[config.mk]
export PLATFORM = sky130hd
export DESIGN_NAME = clock_divider_multi
export DESIGN_NICKNAME = d
export VERILOG_FILES = /design/src/rtl/clock_divider_multi.sv
export SDC_FILE = /design/constraint.sdc
export NUM_CORES = 1
export LEC_CHECK = 0
export CORE_MARGIN = 8
export CORE_UTILIZATION = 34
export CTS_CLUSTER_SIZE = 8
export DETAILED_ROUTE_END_ITERATION = 10
export GPL_TIMING_DRIVEN = 0
export RECOVER_POWER = 25
export SYNTH_ARGS = -nofsm -noshare
export SYNTH_HDL_FRONTEND = slang
export SYNTH_SLANG_ARGS = --single-unit
[constraint.sdc]
create_clock -name clock -period 1.8 [get_ports clock]
set_clock_uncertainty 0.05 [all_clocks]
set_input_delay 0.45 -clock clock [delete_from_list [all_inputs] [get_ports clock]]
set_output_delay 0.45 -clock clock [all_outputs]
set_load 0.05 [all_outputs]
[src/rtl/clock_divider_multi.sv]
// clock_divider_multi: free-running divided_clocks bus plus NUM_CH programmable tick/square-wave channels
// configured through a two-state valid/ready port.
module clock_divider_multi #(
  parameter int NUM_CH = 4,
  parameter int CNT_W  = 24,
  parameter int FREE_W = 32,
  localparam int CH_W  = NUM_CH > 1 ? $clog2(NUM_CH) : 1
) (
  input  logic              clock,
  input  logic              reset,
  output logic [FREE_W-1:0] divided_clocks,
  input  logic              cfg_valid,
  output logic              cfg_ready,
  input  logic [CH_W-1:0]   cfg_ch,
  input  logic [CNT_W-1:0]  cfg_div,
  input  logic              cfg_mode,
  input  logic [NUM_CH-1:0] en,
  output logic [NUM_CH-1:0] tick,
  output logic [NUM_CH-1:0] sq
);
  typedef enum logic {IDLE, APPLY} state_t;
  state_t             state_q, state_d;
  logic [CH_W-1:0]    lch;
  logic [CNT_W-1:0]   ldiv;
  logic               lmode;
  logic [CNT_W-1:0]   cnt [NUM_CH];
  logic [CNT_W-1:0]   div [NUM_CH];
  logic [NUM_CH-1:0]  mode;
  always_comb begin
    cfg_ready = state_q == IDLE;
    state_d   = state_q == APPLY ? IDLE : (cfg_valid ? APPLY : IDLE);
  end
  always_ff @(posedge clock or negedge reset) begin
    if (!reset) begin
      state_q        <= IDLE;
      divided_clocks <= '0;
      lch            <= '0;
      ldiv           <= '0;
      lmode          <= 1'b0;
    end else begin
      state_q        <= state_d;
      divided_clocks <= divided_clocks + FREE_W'(1);
      if (cfg_valid && cfg_ready) begin
        lch   <= cfg_ch;
        ldiv  <= cfg_div;
        lmode <= cfg_mode;
      end
    end
  end
  // An out-of-range latched channel matches no index, so APPLY is a no-op for it.
  always_ff @(posedge clock or negedge reset) begin
    if (!reset) begin
      for (int i = 0; i < NUM_CH; i++) begin
        cnt[i] <= '0;
        div[i] <= '0;
      end
      mode <= '0;
      tick <= '0;
      sq   <= '0;
    end else begin
      for (int i = 0; i < NUM_CH; i++) begin
        if (state_q == APPLY && lch == CH_W'(i)) begin
          div[i]  <= ldiv;
          mode[i] <= lmode;
          cnt[i]  <= '0;
          tick[i] <= 1'b0;
          sq[i]   <= 1'b0;
        end else if (!en[i] || div[i] == '0) begin
          cnt[i]  <= '0;
          tick[i] <= 1'b0;
          sq[i]   <= 1'b0;
        end else if (cnt[i] == div[i]) begin
          cnt[i]  <= '0;
          tick[i] <= 1'b1;
          sq[i]   <= mode[i] ? ~sq[i] : 1'b0;
        end else begin
          cnt[i]  <= cnt[i] + CNT_W'(1);
          tick[i] <= 1'b0;
        end
      end
    end
  end
endmodule

Word-level counts from Yosys, hierarchy flattened
Index checks and enable logic that the tools add are counted.

cells by class
  bitwise logic cells = 5
  muxes and demuxes = 42
  add/sub/neg operators = 5
  reduce and logical (&&, ||, !) cells = 22
  equality and inequality tests = 7

operators with widths
  operator                 number
  $mux W24                 12
  $add A24 B1 Y24 const B  4
  $eq A24 B24 Y1           4
  $logic_not A24 Y1        4
  $add A32 B1 Y32 const B  1
  $mux W1                  30
  $reduce_bool A3 Y1       4
  $logic_and A1 B1 Y1      5
  $not A1 Y1               5
  $eq A2 B2 Y1 const B     2
  $logic_not A1 Y1         4
  $logic_or A1 B1 Y1       4
  $eq A2 B1 Y1 const B     1
  $logic_not A2 Y1         1

storage, ports and cells
  register bits after elaboration = 264
  output and inout bits = 41
  word-level logic and storage cells = 103

Longest topological paths before layout
  depth after elaboration = 5
  mapped depth = 7
  mapped depth without buffers = 6

Worst setup path after synthesis
OpenSTA, ideal clock, no wires.

  path kind = reg-to-reg
  start point = reg divided_clocks[6]
  end point = reg divided_clocks[26]
  slack = -0.180 ns
  buffers on the path = 0
  arrival time = 1.848 ns
  cell stages (with the launch flop) = 6
  data required time = 1.668 ns
  path through = dfrtp_1 > and4_1 > nand4_1 > or3_1 > nor2_1 > xor2_1

between the ends
  word-level cells in the longest chain between the ends = 1

RTL lines
  what                    RTL line  source
  start, declared         11        output logic [FREE_W-1:0] divided_clocks,
  start signal, assigned  42        divided_clocks <= divided_clocks + FREE_W'(1);
  $add A32 B1 Y32         42

Every way passes these cells.
A chain may end at the register's enable or synchronous reset.

Worst setup path after layout
  start point = reg cnt[69] (netlist name)
  end point = reg cnt[48] (netlist name)

between the ends
  word-level cells in the longest chain between the ends = 4

RTL lines
  what                             RTL line  source
  start, declared                  26        logic [CNT_W-1:0] cnt [NUM_CH];
  start signal, assigned by index  77        cnt[i] <= cnt[i] + CNT_W'(1);
  $eq A24 B24 Y1                   72        end else if (cnt[i] == div[i]) begin
  $mux W24                         72
  $mux W24                         68        end else if (!en[i] || div[i] == '0) begin
  $mux W24                         62        if (state_q == APPLY && lch == CH_W'(i)) begin

Every way passes these cells.

==> metrics.csv <==
stage,metric,value,unit
sta,Final Critical Period,1.813,ns
critical_path,WS Path Type,register to register,
cells_and_area,Ant. Diodes,0,
synthesis,Post-synth ARST share,100.0,%
global_route,global-route wire length before repair,48070,um
placement,pre-CTS setup slack,-0.8236,ns
synthesis,Post-Syn Area,0.01226,sq mm
sta,Final Cycle Share,100.7,%
clock_network,clock slew at reported path FFs,0.05,ns
synthesis,register area share after synthesis,53.89,%
clock_network,CTS tree,done,
routing,post-DR vias/cell,5.033,
floorplanning,CORE AREA,0.03557,sq mm
global_route,GRT Overall Usage,14.22,%
critical_path,reg2reg setup slack,-0.01,ns
critical_path,CP endpoint kind,register,
clock_network,CTS Sinks,264,
synthesis,syn_area_per_cell,11.75,sq um
cells_and_area,final design utilization,43.66,%
critical_path,R2R depth,6,
routing,Routed met1 length,13560,um
synthesis,Post-synth top cells,"264 x dfrtp_1, 144 x xnor2_1, 129 x mux2_2",
global_route,vias in the first global route,8759,
routing,Met2 Routed Length,13720,um
sta,Slew Limit Headroom,59.23,%
floorplanning,Rows,69,
critical_path,Worst EP required,2.13,ns
floorplanning,Die Height,205.9,um
sta,PnR worst setup slack,-0.01344,ns
critical_path,CP Max Fanout,10,
routing,Routed Antenna Nets,0,
sta,worst slew pin tran,0.6115,ns
sta,Final Hold Viols,59,
cells_and_area,"Area growth, synth to finish",26.70,%
routing,Post-Route WL,30470,um
clock_network,root buffer cell,clkbuf_16,
synthesis,post-synth top area cell,dfrtp_1,
sta,TNS Setup,-0.06390,ns
synthesis,post-synth top area share,53.89,%
power,Leakage,6.430,nW
sta,final worst hold slack,-0.1904,ns
clock_network,clock tree buffer depth,3,
outcome,outcome,"finished, violations left",
outcome,failing checks,"negative hold slack, negative setup slack",
placement,Port Buffers,74,
synthesis,number of synthesized flops with an enable pin,0,
clock_network,number of clock buffers inserted by TritonCTS,38,
sta,final setup fails,8,
cells_and_area,Post-Layout Cell Count,1675,
critical_path,RR Endpoint,cnt[48],
placement,routability cong.,0.8149,
cells_and_area,final net count,1246,
floorplanning,full die area,0.04238,sq mm
synthesis,Area contributors post-synth,"dfrtp_1 54%, mux2_2 12%, xnor2_1 10%",
critical_path,WP data arrival,2.15,ns
clock_network,H-Tree Depth,2,
power,Max VDD drop,605.7,uV
routing,met3 WL post-DR,2202,um
routing,Iter 0 DRT Violations,399,
critical_path,CP Launch Type,register,
sta,RSZ-0062 raised after global routing,yes,
global_route,total grt overflow,0,
global_route,pin count of the biggest net entering global routing,114,
cells_and_area,share of layout cells above drive strength 1,35.01,%
synthesis,main flop type after synthesis,dfrtp_1,
placement,Post-DP HPWL,20400,um
routing,via count,8430,
sta,fmax,551.4,MHz
synthesis,yosys warns,0,
synthesis,Synthesized Nets,1082,
cells_and_area,FILL cells,3371,
floorplanning,initial cell density of the core,34.46,%
routing,# DRC,0,
power,pwr/cell area,1206,mW/mm^2
placement,cell total after placement,1580,
critical_path,Crit Reg-Reg Startpoint,cnt[69],
synthesis,Seq cells post-synth,264,
synthesis,Yosys cell types,35,
routing,First-pass DRT Iterations,4,
global_route,initial antenna violation count,2,
synthesis,post-synthesis cell count,1043,
routing,Max Used Layer,met5,
power,"Power, Total",18.73,mW
synthesis,most used standard cell by instance count after synthesis,dfrtp_1,
clock_network,Clock Latency Late Sink,0.53,ns
floorplanning,io pins,75,
job,maxcap violations,0,
routing,WL per Instance,18.19,um
min_path,Hold Crit Class,input port to async pin,
floorplanning,Die X,205.9,um
sta,max-slew violations,0,
[per-layer routing]
metal  track usage, %  vias up
li1                 -     3938
met1            19.12     4198
met2            21.83      211
met3            3.918       79
met4            4.918        4
met5                0        -
[cells by family after synthesis]
logic type	count (synthesis)	synth area share [%]
buffers and inverters	45	1.715
xor gates and xnor gates	214	15.29
AOI/OAI and AO/OA	8	0.4797
muxes	131	12.03
DFF	264	53.89
and+or+nand+nor	376	16.08
adders and majority gates	5	0.5104
[critical path, cell delays in order, from the launching register on]
cell	delay, ns
dfrtp_1	0.42
xnor2_1	0.26
nand4_1	0.17
nor4_2	0.30
a21o_1	0.25
buf_6	0.17
nor2_1	0.05
[cells in the final DEF, fill, tap and decap left out, types with 3 or more instances in the layout]
master / netlist / final
and2_1: 7 / 7
clkdlybuf4s50_1: 0 / 32
and4_1: 20 / 17
nand3_1: 43 / 42
buf_4: 1 / 46
nand4_1: 56 / 56
xnor2_1: 144 / 128
nor2_4: 0 / 4
clkdlybuf4s15_2: 0 / 8
a21o_2: 1 / 3
mux2_2: 129 / 128
nor2_2: 4 / 19
clkbuf_16: 0 / 39
inv_1: 17 / 17
clkbuf_2: 0 / 6
clkbuf_4: 0 / 3
clkbuf_1: 12 / 8
nor2b_1: 4 / 3
nor4_4: 1 / 8
nor2_1: 128 / 109
dfrtp_1: 264 / 213
o211ai_1: 3 / 3
nor4_1: 29 / 8
xnor2_2: 0 / 16
ha_1: 5 / 3
nor3b_1: 4 / 3
buf_6: 3 / 17
buf_2: 12 / 34
and3_1: 18 / 18
nand3b_1: 3 / 3
mux2_4: 0 / 3
nor3_1: 8 / 6
nor4_2: 2 / 16
nand2_1: 43 / 42
dfrtp_2: 0 / 51
xor2_1: 70 / 70
[worst max path at each step]
stage	from	to	slack (ns)	depth (start not counted)
2_1_floorplan	divided_clocks[7]	divided_clocks[26]	0.008	5
3_3_place_gp	reset	divided_clocks[20]	-12.26	1
4_1_cts	divided_clocks[23]	divided_clocks[23]	0.001	1
5_1_grt	cnt[69]	cnt[55]	-0.14	6
6_report	cnt[69]	cnt[48]	-0.01	6
3_5_place_dp	cfg_valid	ldiv[20]	-0.82	5
[metrics by stage]
step	hold slack, ns	instance area, sq um
finish	-0.1904	15530
global route	-0.1500	15530
CTS	-0.1661	14840
detailed placement	0.3699	13660
global placement	0.3879	13600
floorplan	0.1044	12290
[state kept, by name, summed over array words and instances (netlist names), 2 cells and up]
signal          flops
div                96
tick                4
cnt                96
ldiv               24
sq                  4
divided_clocks     32
mode                4
lch                 2
[where the power goes]
part / switching, mW / total, mW / leakage [nW] / internal, mW
clock network: 2.49 / 6.34 / 0.501 / 3.86
logic: 1.21 / 3.41 / 2.61 / 2.21
registers: 1.78 / 8.98 / 3.32 / 7.20
[final cells by class]
| type | instances | area (sq um) | share of cell area, % |
|---|---|---|---|
| multi-input combinational | 734 | 5927 | 38.16 |
| clock inverter | 2 | 32.53 | 0.2095 |
| timing repair buffer | 128 | 1069 | 6.880 |
| tap | 461 | 576.8 | 3.714 |
| buffer | 24 | 193.9 | 1.249 |
| inverter | 17 | 63.81 | 0.4109 |
| sequential | 264 | 6670 | 42.95 |
| clock buffer | 45 | 998.5 | 6.429 |
[what timing repair did]
item                                    4_1_cts  5_1_grt
cloned                                        0        4
buffers inserted                             19       29
endpoints found under the hold margin        59       59
endpoints found under the setup margin      253      145
pin swaps                                    14       44
resized for setup                           211      142
Power figures use the tool's default switching activity.
